### config.mk
export PLATFORM = sky130hd
export DESIGN_NAME = ctrl_fsm
export DESIGN_NICKNAME = d
export VERILOG_FILES = /design/src/rtl/ctrl_fsm.sv
export SDC_FILE = /design/constraint.sdc
export NUM_CORES = 1
export LEC_CHECK = 0
export ABC_AREA = 1
export BUFFER_PORTS_ARGS = -buffer_cell sky130_fd_sc_hd__buf_2
export CORE_ASPECT_RATIO = 0.75
export CORE_MARGIN = 2
export CORE_UTILIZATION = 48
export CTS_CLUSTER_SIZE = 12
export DETAILED_ROUTE_END_ITERATION = 6
export HOLD_SLACK_MARGIN = 0.02
export MAX_ROUTING_LAYER = met4
export PLACE_DENSITY = 0.81
export SLEW_MARGIN = 0
export SYNTH_ARGS = -nofsm -noshare
export SYNTH_HDL_FRONTEND = slang
export SYNTH_SLANG_ARGS = --single-unit
### constraint.sdc
create_clock -name Clk -period 1.5 [get_ports Clk]
set_input_delay 0.075 -clock Clk [delete_from_list [all_inputs] [get_ports Clk]]
set_output_delay 0.075 -clock Clk [all_outputs]
set_load 0.05 [all_outputs]
### src/rtl/ctrl_fsm.sv
// Multi-cycle instruction controller: FETCH/DECODE/EXEC/MEM/WB sequencing with a
// bounded memory-ack wait, a compare flag for branches and a saturating retire count.
module ctrl_fsm #(
  parameter int IW       = 9,
  parameter int RW       = 3,
  parameter int MAX_WAIT = 15,
  parameter int CW       = 16
) (
  input  logic          Clk,
  input  logic          Reset,
  input  logic          start,
  input  logic [IW-1:0] inst_in,
  input  logic          ZERO,
  input  logic          mem_ack,
  output logic [RW-1:0] rAddrA,
  output logic [RW-1:0] rAddrB,
  output logic [RW-1:0] wAddr,
  output logic          write_en,
  output logic          ReadMem,
  output logic          WriteMem,
  output logic          jump_en,
  output logic          branch_en,
  output logic          pc_next,
  output logic          done,
  output logic          err,
  output logic [CW-1:0] retired
);

  typedef enum logic [2:0] {
    S_IDLE, S_FETCH, S_DECODE, S_EXEC, S_MEM, S_WB, S_HALT
  } state_t;

  typedef enum logic [2:0] {
    OP_ALUR  = 3'b000, OP_ALUI = 3'b001, OP_LOAD = 3'b010, OP_STORE = 3'b011,
    OP_JUMP  = 3'b100, OP_CMP  = 3'b101, OP_BRE  = 3'b110, OP_HALT  = 3'b111
  } op_t;

  localparam int            WW        = $clog2(MAX_WAIT + 1);
  localparam logic [WW-1:0] WAIT_LAST = WW'(MAX_WAIT - 1);
  localparam logic [WW-1:0] WAIT_ONE  = WW'(1);
  localparam logic [CW-1:0] RET_ONE   = CW'(1);

  state_t        r_state;
  logic [IW-1:0] r_ir;
  logic          r_flag;
  logic [WW-1:0] r_wait;
  logic [CW-1:0] r_retired;
  logic          r_done;
  logic          r_err;

  state_t        w_next;
  op_t           w_op;
  logic          w_fields_vis;
  logic          w_timeout;

  assign w_op = op_t'(r_ir[IW-1:IW-3]);

  // NOTE: every signal gets a default before the case so no path leaves it unassigned (no latches).
  always_comb begin
    w_next    = r_state;
    write_en  = 1'b0;
    ReadMem   = 1'b0;
    WriteMem  = 1'b0;
    jump_en   = 1'b0;
    branch_en = 1'b0;
    w_timeout = 1'b0;
    case (r_state)
      S_IDLE:   if (start) w_next = S_FETCH;
      S_FETCH:  w_next = S_DECODE;
      S_DECODE: w_next = (w_op == OP_HALT) ? S_HALT : S_EXEC;
      S_EXEC: begin
        jump_en   = (w_op == OP_JUMP);
        branch_en = (w_op == OP_BRE) && r_flag;
        case (w_op)
          OP_LOAD, OP_STORE: w_next = S_MEM;
          OP_ALUR, OP_ALUI:  w_next = S_WB;
          default:           w_next = S_FETCH;
        endcase
      end
      S_MEM: begin
        ReadMem  = (w_op == OP_LOAD);
        WriteMem = (w_op == OP_STORE);
        if (mem_ack) begin
          w_next = (w_op == OP_LOAD) ? S_WB : S_FETCH;
        end else if (r_wait == WAIT_LAST) begin
          // An ack on the final allowed cycle takes the branch above and still succeeds.
          w_timeout = 1'b1;
          w_next    = S_HALT;
        end
      end
      S_WB: begin
        write_en = 1'b1;
        w_next   = S_FETCH;
      end
      S_HALT:   if (start) w_next = S_FETCH;
      default:  w_next = S_IDLE;
    endcase
  end

  assign w_fields_vis = (r_state == S_DECODE) || (r_state == S_EXEC) ||
                        (r_state == S_MEM)    || (r_state == S_WB);

  // Only an instruction finishing (not a start out of IDLE/HALT) advances the PC.
  assign pc_next = (w_next == S_FETCH) &&
                   ((r_state == S_EXEC) || (r_state == S_MEM) || (r_state == S_WB));

  assign rAddrA  = w_fields_vis ? r_ir[2*RW-1:RW] : '0;
  assign wAddr   = w_fields_vis ? r_ir[2*RW-1:RW] : '0;
  assign rAddrB  = w_fields_vis ? r_ir[RW-1:0]    : '0;
  assign done    = r_done;
  assign err     = r_err;
  assign retired = r_retired;

  // NOTE: state registers use non-blocking assignments so all of them update from pre-edge values.
  always_ff @(posedge Clk or negedge Reset) begin
    if (!Reset) begin
      r_state   <= S_IDLE;
      r_ir      <= '0;
      r_flag    <= 1'b0;
      r_wait    <= '0;
      r_retired <= '0;
      r_done    <= 1'b0;
      r_err     <= 1'b0;
    end else begin
      r_state <= w_next;
      if (r_state == S_FETCH) r_ir <= inst_in;
      if ((r_state == S_EXEC) && (w_op == OP_CMP)) r_flag <= ZERO;

      if (r_state == S_EXEC) begin
        r_wait <= '0;
      end else if ((r_state == S_MEM) && !mem_ack) begin
        r_wait <= r_wait + WAIT_ONE;
      end

      if (pc_next && (r_retired != '1)) r_retired <= r_retired + RET_ONE;

      if ((r_state == S_DECODE) && (w_op == OP_HALT)) begin
        r_done <= 1'b1;
      end else if ((r_state == S_HALT) && start) begin
        r_done <= 1'b0;
      end

      if (w_timeout) begin
        r_err <= 1'b1;
      end else if (((r_state == S_IDLE) || (r_state == S_HALT)) && start) begin
        r_err <= 1'b0;
      end
    end
  end

endmodule

==> results of run 1 <==
## cell families after synthesis
logic type,synth area share
fa+ha+maj,0.0185
buf+inv,0.0883
flops,0.432
compound gates,0.0439
xor+xnor,0.0605
simple gates,0.351
mux,0.00556
## area by class of cell
| type | instances | area (um2) |
|---|---|---|
| multi-input combinational | 194 | 1270 |
| fill | 241 | 902 |
| sequential | 35 | 897 |
| inverter | 33 | 136 |
| tap | 55 | 68.8 |
| clock buffer | 5 | 68.8 |
| timing repair buffer | 86 | 668 |
| clock inverter | 3 | 43.8 |
## worst paths after layout
kind                                           end  slack (ns)                 start
setup / recovery                           ReadMem       -0.23  r_state[1]$_DFF_PN0_
min in group asynchronous      r_ir[5]$_DFFE_PN0P_        0.37                 Reset
setup reg to reg           retired[10]$_DFFE_PN0P_       -0.19  r_state[1]$_DFF_PN0_
hold reg to reg                 r_flag$_DFFE_PN0P_        0.52    r_flag$_DFFE_PN0P_
max in group asynchronous   retired[0]$_DFFE_PN0P_        0.78                 Reset
hold / removal                  r_flag$_DFFE_PN0P_       0.008                  ZERO
## cell usage in the layout (no fill, tap or decap), types with 2 or more instances in the layout
cell | synthesis | layout
dlygate4sd3_1 | 0 | 2
o21ai_0 | 5 | 4
nor2_1 | 40 | 27
buf_8 | 0 | 2
dfrtp_1 | 35 | 18
nor2_4 | 2 | 13
dfrtp_2 | 0 | 17
buf_6 | 1 | 18
nor3_1 | 5 | 3
nand2_4 | 0 | 2
xnor2_1 | 7 | 7
nand2_2 | 2 | 8
nand3_2 | 4 | 4
ha_4 | 0 | 2
xor2_1 | 7 | 7
inv_2 | 3 | 4
buf_4 | 4 | 32
nand3_1 | 32 | 26
inv_1 | 30 | 27
clkinv_4 | 0 | 2
nand4_1 | 2 | 2
nor3_4 | 0 | 2
clkbuf_8 | 0 | 5
nand3_4 | 0 | 7
nand2_1 | 65 | 56
buf_2 | 2 | 31
a21oi_1 | 11 | 11
nor2_2 | 3 | 5
## registers in the layout, summed over array words and instances (netlist names)
name,flops
done,1
err,1
r_flag,1
r_ir,9
r_state,3
r_wait,4
retired,16
## per-stage QoR
| step | instance area [um2] | TNS, ns | power [mW] | utilization | hold WS, ns |
|---|---|---|---|---|---|
| detailed placement | 2610 | -1.03 | 4.05 | 0.643 | 0.139 |
| floorplan | 2140 | -1.33 | 3.34 | - | -0.221 |
| CTS | 3010 | -1.51 | 5.57 | 0.743 | 0.0225 |
| finish | 3150 | -3.79 | 6.01 | 0.777 | 0.00751 |
| global placement | 2610 | -0.439 | 3.97 | 0.643 | 0.137 |
| global route | 3150 | -6.31 | 6.26 | 0.777 | 0.0172 |
## what timing repair did
action,CTS,global route
gates resized for setup,66,27
hold endpoints to repair,36,0
hold buffers,2,0
setup endpoints to repair,31,32
pin swaps,4,8
gates cloned,1,0
setup buffers,4,5
## synth_stat cells, drive strengths merged
| cell type | number | share of area |
|---|---|---|
| nand2 | 67 | 0.13 |
| nor2 | 45 | 0.095 |
| nand3 | 36 | 0.099 |
| dfrtp | 35 | 0.43 |
| inv | 33 | 0.061 |
| a21oi | 11 | 0.027 |
| buf | 7 | 0.025 |
| xnor2 | 7 | 0.030 |
| xor2 | 7 | 0.030 |
| nor3 | 5 | 0.012 |
| o21ai | 5 | 0.012 |
| ha | 3 | 0.019 |
| nand4 | 3 | 0.012 |
| and2 | 1 | 0.0031 |
| clkbuf | 1 | 0.0019 |
| mux2 | 1 | 0.0056 |
| nor4 | 1 | 0.0031 |
| o221ai | 1 | 0.0043 |
## power by group
part           total (mW)  internal (mW)  switching, mW
Combinational        3.65           1.34           2.31
Sequential           1.48           1.19          0.280
Clock               0.879          0.495          0.384
Total                6.01           3.03           2.98
## routing by layer
layer  GRT usage  up-vias  share of wire
li1            -     1024              -
met2       0.447      183           0.47
met4       0.121        0          0.054
met3      0.0514       55          0.095
met5           -        -              0
met1       0.377     1071           0.38
==> results.py, run 1 <==
metrics = {
    "status": {
        "status": "complete, but fails checks",
        "violations": "negative setup slack",
    },
    "synthesis": {
        "syn_inst": 269,
        "synth_cell_type_count": 26,
        "syn_avg_cell_area_um2": 7.53,
        "syn_nets": 286,
        "netlist_area_um2": 2030,
        "yosysWarnings": 0,
        "yosys_register_bits": 35,
        "seq_area_frac_synth": 0.432,
    },
    "sta": {
        "fin_skew_ns": 0.00754,
        "rsz0062_at_grt": "true",
        "max_freq_mhz": 579,
        "post-route-min-period_ns": 1.73,
        "layout_setup_ws_ns": -0.227,
        "slew_violations": 0,
        "worstMarginPinSlew_ns": 0.457,
        "setup_viol": 33,
        "max_slew_margin": 0.695,
        "fin_crit_sh": 1.15,
        "timing.final.hold_violations": 0,
    },
    "power": {
        "power.leakage_nw": 1.55,
        "vdd_drop_max_mv": 1.44,
        "power_density_nw_per_um2": 1910,
    },
    "floorplanning": {
        "io_pins": 47,
        "num_rows": 20,
        "core_area_um2": 4050,
        "floorplan.die_area_um2": 4760,
        "die_h_um": 60.3,
        "die_x_um": 79.0,
        "start_util": 0.500,
    },
    "routing": {
        "wl_um": 7170,
        "vias_per_cell": 5.68,
        "wl_per_cell_um": 17.4,
        "drc": 0,
        "vias": 2333,
        "dr.pass1.iters": 7,
        "drtIter0Drc": 324,
        "postRouteAntennaNets": 0,
    },
    "setup_path": {
        "cp.arrival_ns": 1.65,
        "critPathLaunchType": "flop",
        "cp_slowest_cell": "dfrtp_2",
        "critPathKind": "flop to output pin",
        "rr_worst_depth": 10,
        "cp_num_buf_inv": 4,
        "cp_cell_sequence": "inv_2 > nand2_2 > nor2_2 > nand2_2 > buf_4 > inv_1 > buf_6",
        "cp_common_cell": "nand2_2",
        "cp-end-kind": "output pin",
        "cp_num_cells": 7,
        "critPathTopFamily": "buffers and inverters",
        "cpPeakStageDelay_ns": 0.49,
        "crit_required_ns": 1.42,
        "worstPathMaxFanout": 6,
    },
    "final_layout": {
        "antenna_cells": 0,
        "area_delta_synth_final_pct": 55.6,
        "nNetsFinal": 372,
        "stdcell_count": 411,
        "post_route_cells_drive_above_1_share": 0.455,
    },
    "clock_tree": {
        "clockBufferDepth": 2,
        "cts_made_buffers": 5,
        "cts_tree": "done",
        "cts_sinks": 35,
        "htreeDepth": 2,
        "clock_latency_ns": 0.30,
        "clkTransAtPathRegs_ns": 0.08,
        "ctsRootBufferMaster": "clkbuf_8",
    },
    "placement": {
        "pre_cts_ws_ns": -0.0850,
        "hpwl_um": 3790,
        "dpl.cell_count": 391,
        "io_buffers": 46,
        "gp_congestion": 0.939,
    },
    "global_routing": {
        "antenna_found_initial": 0,
        "grt_max_degree": 36,
        "track_usage": 0.288,
        "grt_pass1_vias": 2041,
        "grt_pass1_wl_um": 10000,
        "overflow": 0,
    },
    "job": {
        "drv_cap": 0,
    },
    "min_path": {
        "hp-class": "input pin to flop",
        "whs_path_depth": 2,
    },
}
Note: power is estimated with default switching activity, not from simulation.
==> run 2, diff against run 1 <==
--- a/config.mk
+++ b/config.mk
@@ -9,7 +9,7 @@
 export BUFFER_PORTS_ARGS = -buffer_cell sky130_fd_sc_hd__buf_2
 export CORE_ASPECT_RATIO = 0.75
 export CORE_MARGIN = 2
-export CORE_UTILIZATION = 48
+export CORE_UTILIZATION = 50
 export CTS_CLUSTER_SIZE = 12
 export DETAILED_ROUTE_END_ITERATION = 6
 export HOLD_SLACK_MARGIN = 0.02
==> constraint.sdc (replaced) <==
create_clock -name Clk -period 1.95 [get_ports Clk]
set_input_delay 0.0975 -clock Clk [delete_from_list [all_inputs] [get_ports Clk]]
set_output_delay 0.0975 -clock Clk [all_outputs]
set_load 0.05 [all_outputs]
==> results.py, run 2 (synthesis results as in run 1) <==
metrics = {
    "floorplanning": {
        "start_util": 0.509,
        "die_h_um": 59.1,
        "floorplan.die_area_um2": 4580,
        "core_area_um2": 3980,
        "die_x_um": 77.5,
        "num_rows": 20,
        "io_pins": 47,
    },
    "setup_path": {
        "critPathTopFamily": "simple AND/OR/NAND/NOR gates",
        "worstPathMaxFanout": 16,
        "cpPeakStageDelay_ns": 0.48,
        "cp-end-kind": "flop",
        "critPathLaunchType": "flop",
        "cp_common_cell": "nand2_1",
        "cp_num_buf_inv": 1,
        "cp.arrival_ns": 1.92,
        "cp_slowest_cell": "dfrtp_1",
        "cp_cell_sequence": "inv_2 > nand2_2 > nor2_1 > nand2_1 > nand3_1 > nor2_1 > nand3_2 > nand2_1 > nand2_1",
        "crit_required_ns": 2.12,
        "critPathKind": "flop to flop",
    },
    "power": {
        "vdd_drop_max_mv": 0.892,
        "power.leakage_nw": 1.31,
        "power_density_nw_per_um2": 1360,
    },
    "placement": {
        "hpwl_um": 3160,
        "io_buffers": 46,
        "gp_congestion": 0.912,
        "dpl.cell_count": 365,
        "place_area_um2": 2300,
    },
    "routing": {
        "wl_um": 4340,
        "dr.pass1.iters": 5,
        "postRouteAntennaNets": 0,
        "drtIter0Drc": 109,
        "drc": 0,
        "vias": 1832,
        "wl_per_cell_um": 11.6,
        "vias_per_cell": 4.90,
    },
    "final_layout": {
        "multi_input_area_um2": 977,
        "fin_area_um2": 2410,
        "area_delta_synth_final_pct": 19.0,
        "post_route_cells_drive_above_1_share": 0.241,
        "fin_util": 0.606,
        "stdcell_count": 374,
        "final_cell_mix": "nand2_1, buf_2, nor2_1",
        "n_fill_cell": 367,
        "antenna_cells": 0,
        "final_common_cell": "nand2_1",
        "nNetsFinal": 336,
        "largest_reg_flops": 16,
        "seq_area_um2": 880,
    },
    "clock_tree": {
        "clock_latency_ns": 0.29,
        "cts_sinks": 35,
        "cts_tree": "done",
        "htreeDepth": 2,
        "ctsRootBufferMaster": "clkbuf_8",
        "clkTransAtPathRegs_ns": 0.07,
        "clockBufferDepth": 2,
        "cts_made_buffers": 5,
    },
    "sta": {
        "max_slew_margin": 0.495,
        "post-route-min-period_ns": 1.75,
        "slew_violations": 0,
        "worstMarginPinSlew_ns": 0.758,
        "fin_crit_sh": 0.897,
        "fin_skew_ns": 0.00601,
        "max_freq_mhz": 572,
        "tns_ns": 0,
        "rsz0062_at_grt": "false",
        "timing.final.hold_violations": 0,
        "setup_viol": 0,
    },
    "job": {
        "drv_cap": 0,
    },
    "global_routing": {
        "overflow": 0,
        "grt_pass1_wl_um": 7700,
        "antenna_found_initial": 0,
        "track_usage": 0.219,
        "grt_max_degree": 36,
        "grt_pass1_vias": 1689,
    },
    "status": {
        "status": "completed",
    },
    "min_path": {
        "hp-class": "input pin to flop",
    },
}
-- run 2: final timing paths --
check	endpoint	start	slack [ns]	cells after the start
max in group asynchronous	retired[0]$_DFFE_PN0P_	Reset	0.99	2
worst max register to register	retired[10]$_DFFE_PN0P_	r_state[1]$_DFF_PN0_	0.20	9
worst min register to register	r_flag$_DFFE_PN0P_	r_flag$_DFFE_PN0P_	0.51	1
min in group asynchronous	r_ir[3]$_DFFE_PN0P_	Reset	0.42	2
worst max-delay path	retired[10]$_DFFE_PN0P_	r_state[1]$_DFF_PN0_	0.20	9
worst min-delay path	r_flag$_DFFE_PN0P_	ZERO	0.05	2
-- run 2: layer usage --
metal	vias up	track usage	part of all wire
li1	945	-	-
met1	841	0.306	0.49
met2	39	0.330	0.46
met3	7	0.0412	0.039
met4	0	0.0612	0.012
met5	-	-	0
-- run 2: worst register-to-register path, cell delays in order (launching register included) --
cell and delay, ns:
dfrtp_1 0.48, inv_2 0.08, nand2_2 0.10, nor2_1 0.07, nand2_1 0.17, nand3_1 0.10
nor2_1 0.12, nand3_2 0.30, nand2_1 0.17, nand2_1 0.06
-- run 2: through the flow --
step	worst slack, ns	hold slack (ns)	total power, mW
floorplan	0.110	-0.198	2.44
global placement	0.269	0.221	2.70
detailed placement	0.237	0.211	2.74
CTS	0.151	0.0509	3.30
global route	0.00780	0.0602	3.53
finish	0.201	0.0525	3.27
-- run 2: layout make-up --
cell class | count | area share
Clock buffer | 6 | 0.0343
Clock inverter | 1 | 0.00208
Inverter | 33 | 0.0514
Multi-Input combinational cell | 193 | 0.406
Sequential cell | 35 | 0.365
Tap cell | 55 | 0.0286
Timing Repair Buffer | 51 | 0.113
-- run 2: repair_timing --
action	CTS	global route
hold endpoints to repair	35	0
buffers inserted	1	0
hold buffers	1	0
pin swaps	1	0
gates resized for setup	1	1
endpoints found under the setup margin	1	10
-- run 2: where the power goes --
| part | total [mW] | switching, mW | internal (mW) |
|---|---|---|---|
| registers | 1.09 | 0.180 | 0.915 |
| clock network | 0.522 | 0.245 | 0.277 |
| logic | 1.65 | 1.22 | 0.429 |
| total | 3.27 | 1.65 | 1.62 |
==> run 3, diff against run 2 <==
--- a/config.mk
+++ b/config.mk
@@ -7,9 +7,11 @@
 export LEC_CHECK = 0
 export ABC_AREA = 1
 export BUFFER_PORTS_ARGS = -buffer_cell sky130_fd_sc_hd__buf_2
+export CELL_PAD_IN_SITES_DETAIL_PLACEMENT = 2
+export CELL_PAD_IN_SITES_GLOBAL_PLACEMENT = 2
 export CORE_ASPECT_RATIO = 0.75
 export CORE_MARGIN = 2
-export CORE_UTILIZATION = 50
+export CORE_UTILIZATION = 27
 export CTS_CLUSTER_SIZE = 12
 export DETAILED_ROUTE_END_ITERATION = 6
 export HOLD_SLACK_MARGIN = 0.02
==> constraint.sdc (replaced) <==
create_clock -name Clk -period 1.6 [get_ports Clk]
set_input_delay 0.08 -clock Clk [delete_from_list [all_inputs] [get_ports Clk]]
set_output_delay 0.08 -clock Clk [all_outputs]
set_load 0.05 [all_outputs]
==> results.py, run 3 (synthesis results as in run 1) <==
metrics = {
    "sta": {
        "rsz0062_at_grt": "true",
        "setup_viol": 31,
        "fin_crit_sh": 1.14,
        "max_freq_mhz": 548,
        "fin_skew_ns": 0.00903,
        "slew_violations": 0,
        "worstMarginPinSlew_ns": 0.442,
        "post-route-min-period_ns": 1.83,
        "layout_setup_ws_ns": -0.225,
        "holdWs_ns": 0.0261,
        "timing.final.hold_violations": 0,
        "tns_ns": -3.53,
        "max_slew_margin": 0.705,
    },
    "routing": {
        "wl_um": 11700,
        "vias": 2392,
        "dr.pass1.iters": 4,
        "wl_per_cell_um": 24.7,
        "postRouteAntennaNets": 0,
        "drtIter0Drc": 133,
        "drc": 0,
        "vias_per_cell": 5.06,
    },
    "power": {
        "power.leakage_nw": 1.65,
        "swShare": 0.521,
        "p_int_mw": 2.98,
        "finalPower_mw": 6.22,
        "power_frac_seq": 0.229,
        "power_density_nw_per_um2": 1760,
        "p_clk_frac": 0.108,
        "power.switching_mw": 3.24,
        "power_frac_comb": 0.663,
        "vdd_drop_max_mv": 0.998,
    },
    "clock_tree": {
        "cts_tree": "done",
        "ctsRootBufferMaster": "clkbuf_8",
        "clkTransAtPathRegs_ns": 0.08,
        "clock_latency_ns": 0.30,
        "htreeDepth": 2,
        "cts_sinks": 35,
        "cts_made_buffers": 5,
        "clockBufferDepth": 2,
    },
    "floorplanning": {
        "die_x_um": 104,
        "start_util": 0.278,
        "num_rows": 27,
        "floorplan.die_area_um2": 8220,
        "core_area_um2": 7300,
        "die_h_um": 79.0,
        "io_pins": 47,
    },
    "placement": {
        "gp_congestion": 0.821,
        "dpl.cell_count": 443,
        "io_buffers": 46,
        "pre_cts_ws_ns": -0.121,
        "hpwl_um": 5970,
        "place_area_um2": 2700,
    },
    "min_path": {
        "holdCritStartpoint": "ZERO",
        "hp-class": "input pin to flop",
    },
    "global_routing": {
        "grt_pass1_vias": 2750,
        "overflow": 0,
        "grt_pass1_wl_um": 16400,
        "antenna_found_initial": 1,
        "track_usage": 0.272,
        "grt_max_degree": 19,
    },
    "final_layout": {
        "post_route_cells_drive_above_1_share": 0.601,
        "seq_area_um2": 898,
        "final_cell_mix": "buf_4, nand2_1, buf_2",
        "multi_input_area_um2": 1440,
        "area_delta_synth_final_pct": 74.2,
        "final_common_cell": "buf_4",
        "stdcell_count": 473,
        "fin_area_um2": 3530,
        "nNetsFinal": 387,
        "fin_util": 0.484,
        "largest_reg_flops": 16,
        "n_fill_cell": 796,
    },
    "setup_path": {
        "crit_required_ns": 1.77,
        "startpoint": "r_wait[0]$_DFFE_PN0P_",
        "cp_cell_sequence": "inv_2 > ha_2 > nand2_2 > nor2_1 > nand2_2 > nand3_4 > buf_4 > inv_6 > nand3_4 > nand2_2 > nand2_1",
        "worstPathMaxFanout": 8,
        "reg2reg_setup_slack_ns": -0.23,
        "critPathLaunchType": "flop",
        "cp.arrival_ns": 1.99,
        "critPathKind": "flop to flop",
        "cp_common_cell": "nand2_2",
        "critPathTopFamily": "simple AND/OR/NAND/NOR gates",
        "cp_slowest_cell": "dfrtp_1",
        "cp_num_buf_inv": 3,
        "cpPeakStageDelay_ns": 0.42,
        "cp-end-kind": "flop",
        "r2r-start": "r_wait[0]$_DFFE_PN0P_",
    },
    "status": {
        "status": "complete, but fails checks",
        "violations": "negative setup slack",
    },
    "job": {
        "drv_cap": 0,
    },
}
==> run 3: cell type report <==
cell class,count,share of cell area
multi-input cells,194,0.408
flip-flops and latches,35,0.255
clock inverters,1,0.00142
well taps,101,0.0358
diodes,1,0.000709
clock buffers,7,0.0216
inverters,33,0.0415
repair buffers,101,0.236
==> run 3: worst paths after layout <==
| check | depth (start not counted) | end |
|---|---|---|
| setup reg to reg | 11 | retired[6]$_DFFE_PN0P_ |
| max in group asynchronous | 3 | r_state[2]$_DFF_PN0_ |
| hold reg to reg | 1 | r_flag$_DFFE_PN0P_ |
| min in group asynchronous | 2 | r_ir[3]$_DFFE_PN0P_ |
| hold / removal | 2 | r_flag$_DFFE_PN0P_ |
| setup / recovery | 11 | retired[6]$_DFFE_PN0P_ |
==> run 3: metal layers <==
layer | up-vias | wire length (um) | GRT usage | share of wire
met5 | - | 0 | - | 0
met4 | 0 | 320 | 0.107 | 0.027
met3 | 30 | 530 | 0.0517 | 0.045
met2 | 87 | 5850 | 0.468 | 0.50
met1 | 1224 | 5000 | 0.319 | 0.43
li1 | 1051 | - | - | -
==> run 3: worst register-to-register path, cell delays in order (launching register included) <==
cell     delay [ns]
dfrtp_1        0.42
inv_2          0.09
ha_2           0.21
nand2_2        0.08
nor2_1         0.06
nand2_2        0.10
nand3_4        0.10
buf_4          0.16
inv_6          0.07
nand3_4        0.19
nand2_2        0.12
nand2_1        0.10
==> run 3: what timing repair did <==
item / 4_1_cts / 5_1_grt
hold buffers: 1 / 0
pin swaps: 21 / 18
setup buffers: 10 / 8
hold endpoints to repair: 14 / 0
cloned: 2 / 0
endpoints found under the setup margin: 32 / 34
gates resized for setup: 99 / 59
==> run 3: power groups by stage <==
stage / Combinational [mW] / Sequential [mW] / Clock (mW)
6_report: 4.12 / 1.42 / 0.673
5_1_grt: 4.34 / 1.45 / 0.729
4_1_cts: 3.50 / 1.36 / 0.676
3_5_place_dp: 2.50 / 1.34 / 0
3_3_place_gp: 2.38 / 1.32 / 0
2_1_floorplan: 1.60 / 1.46 / 0
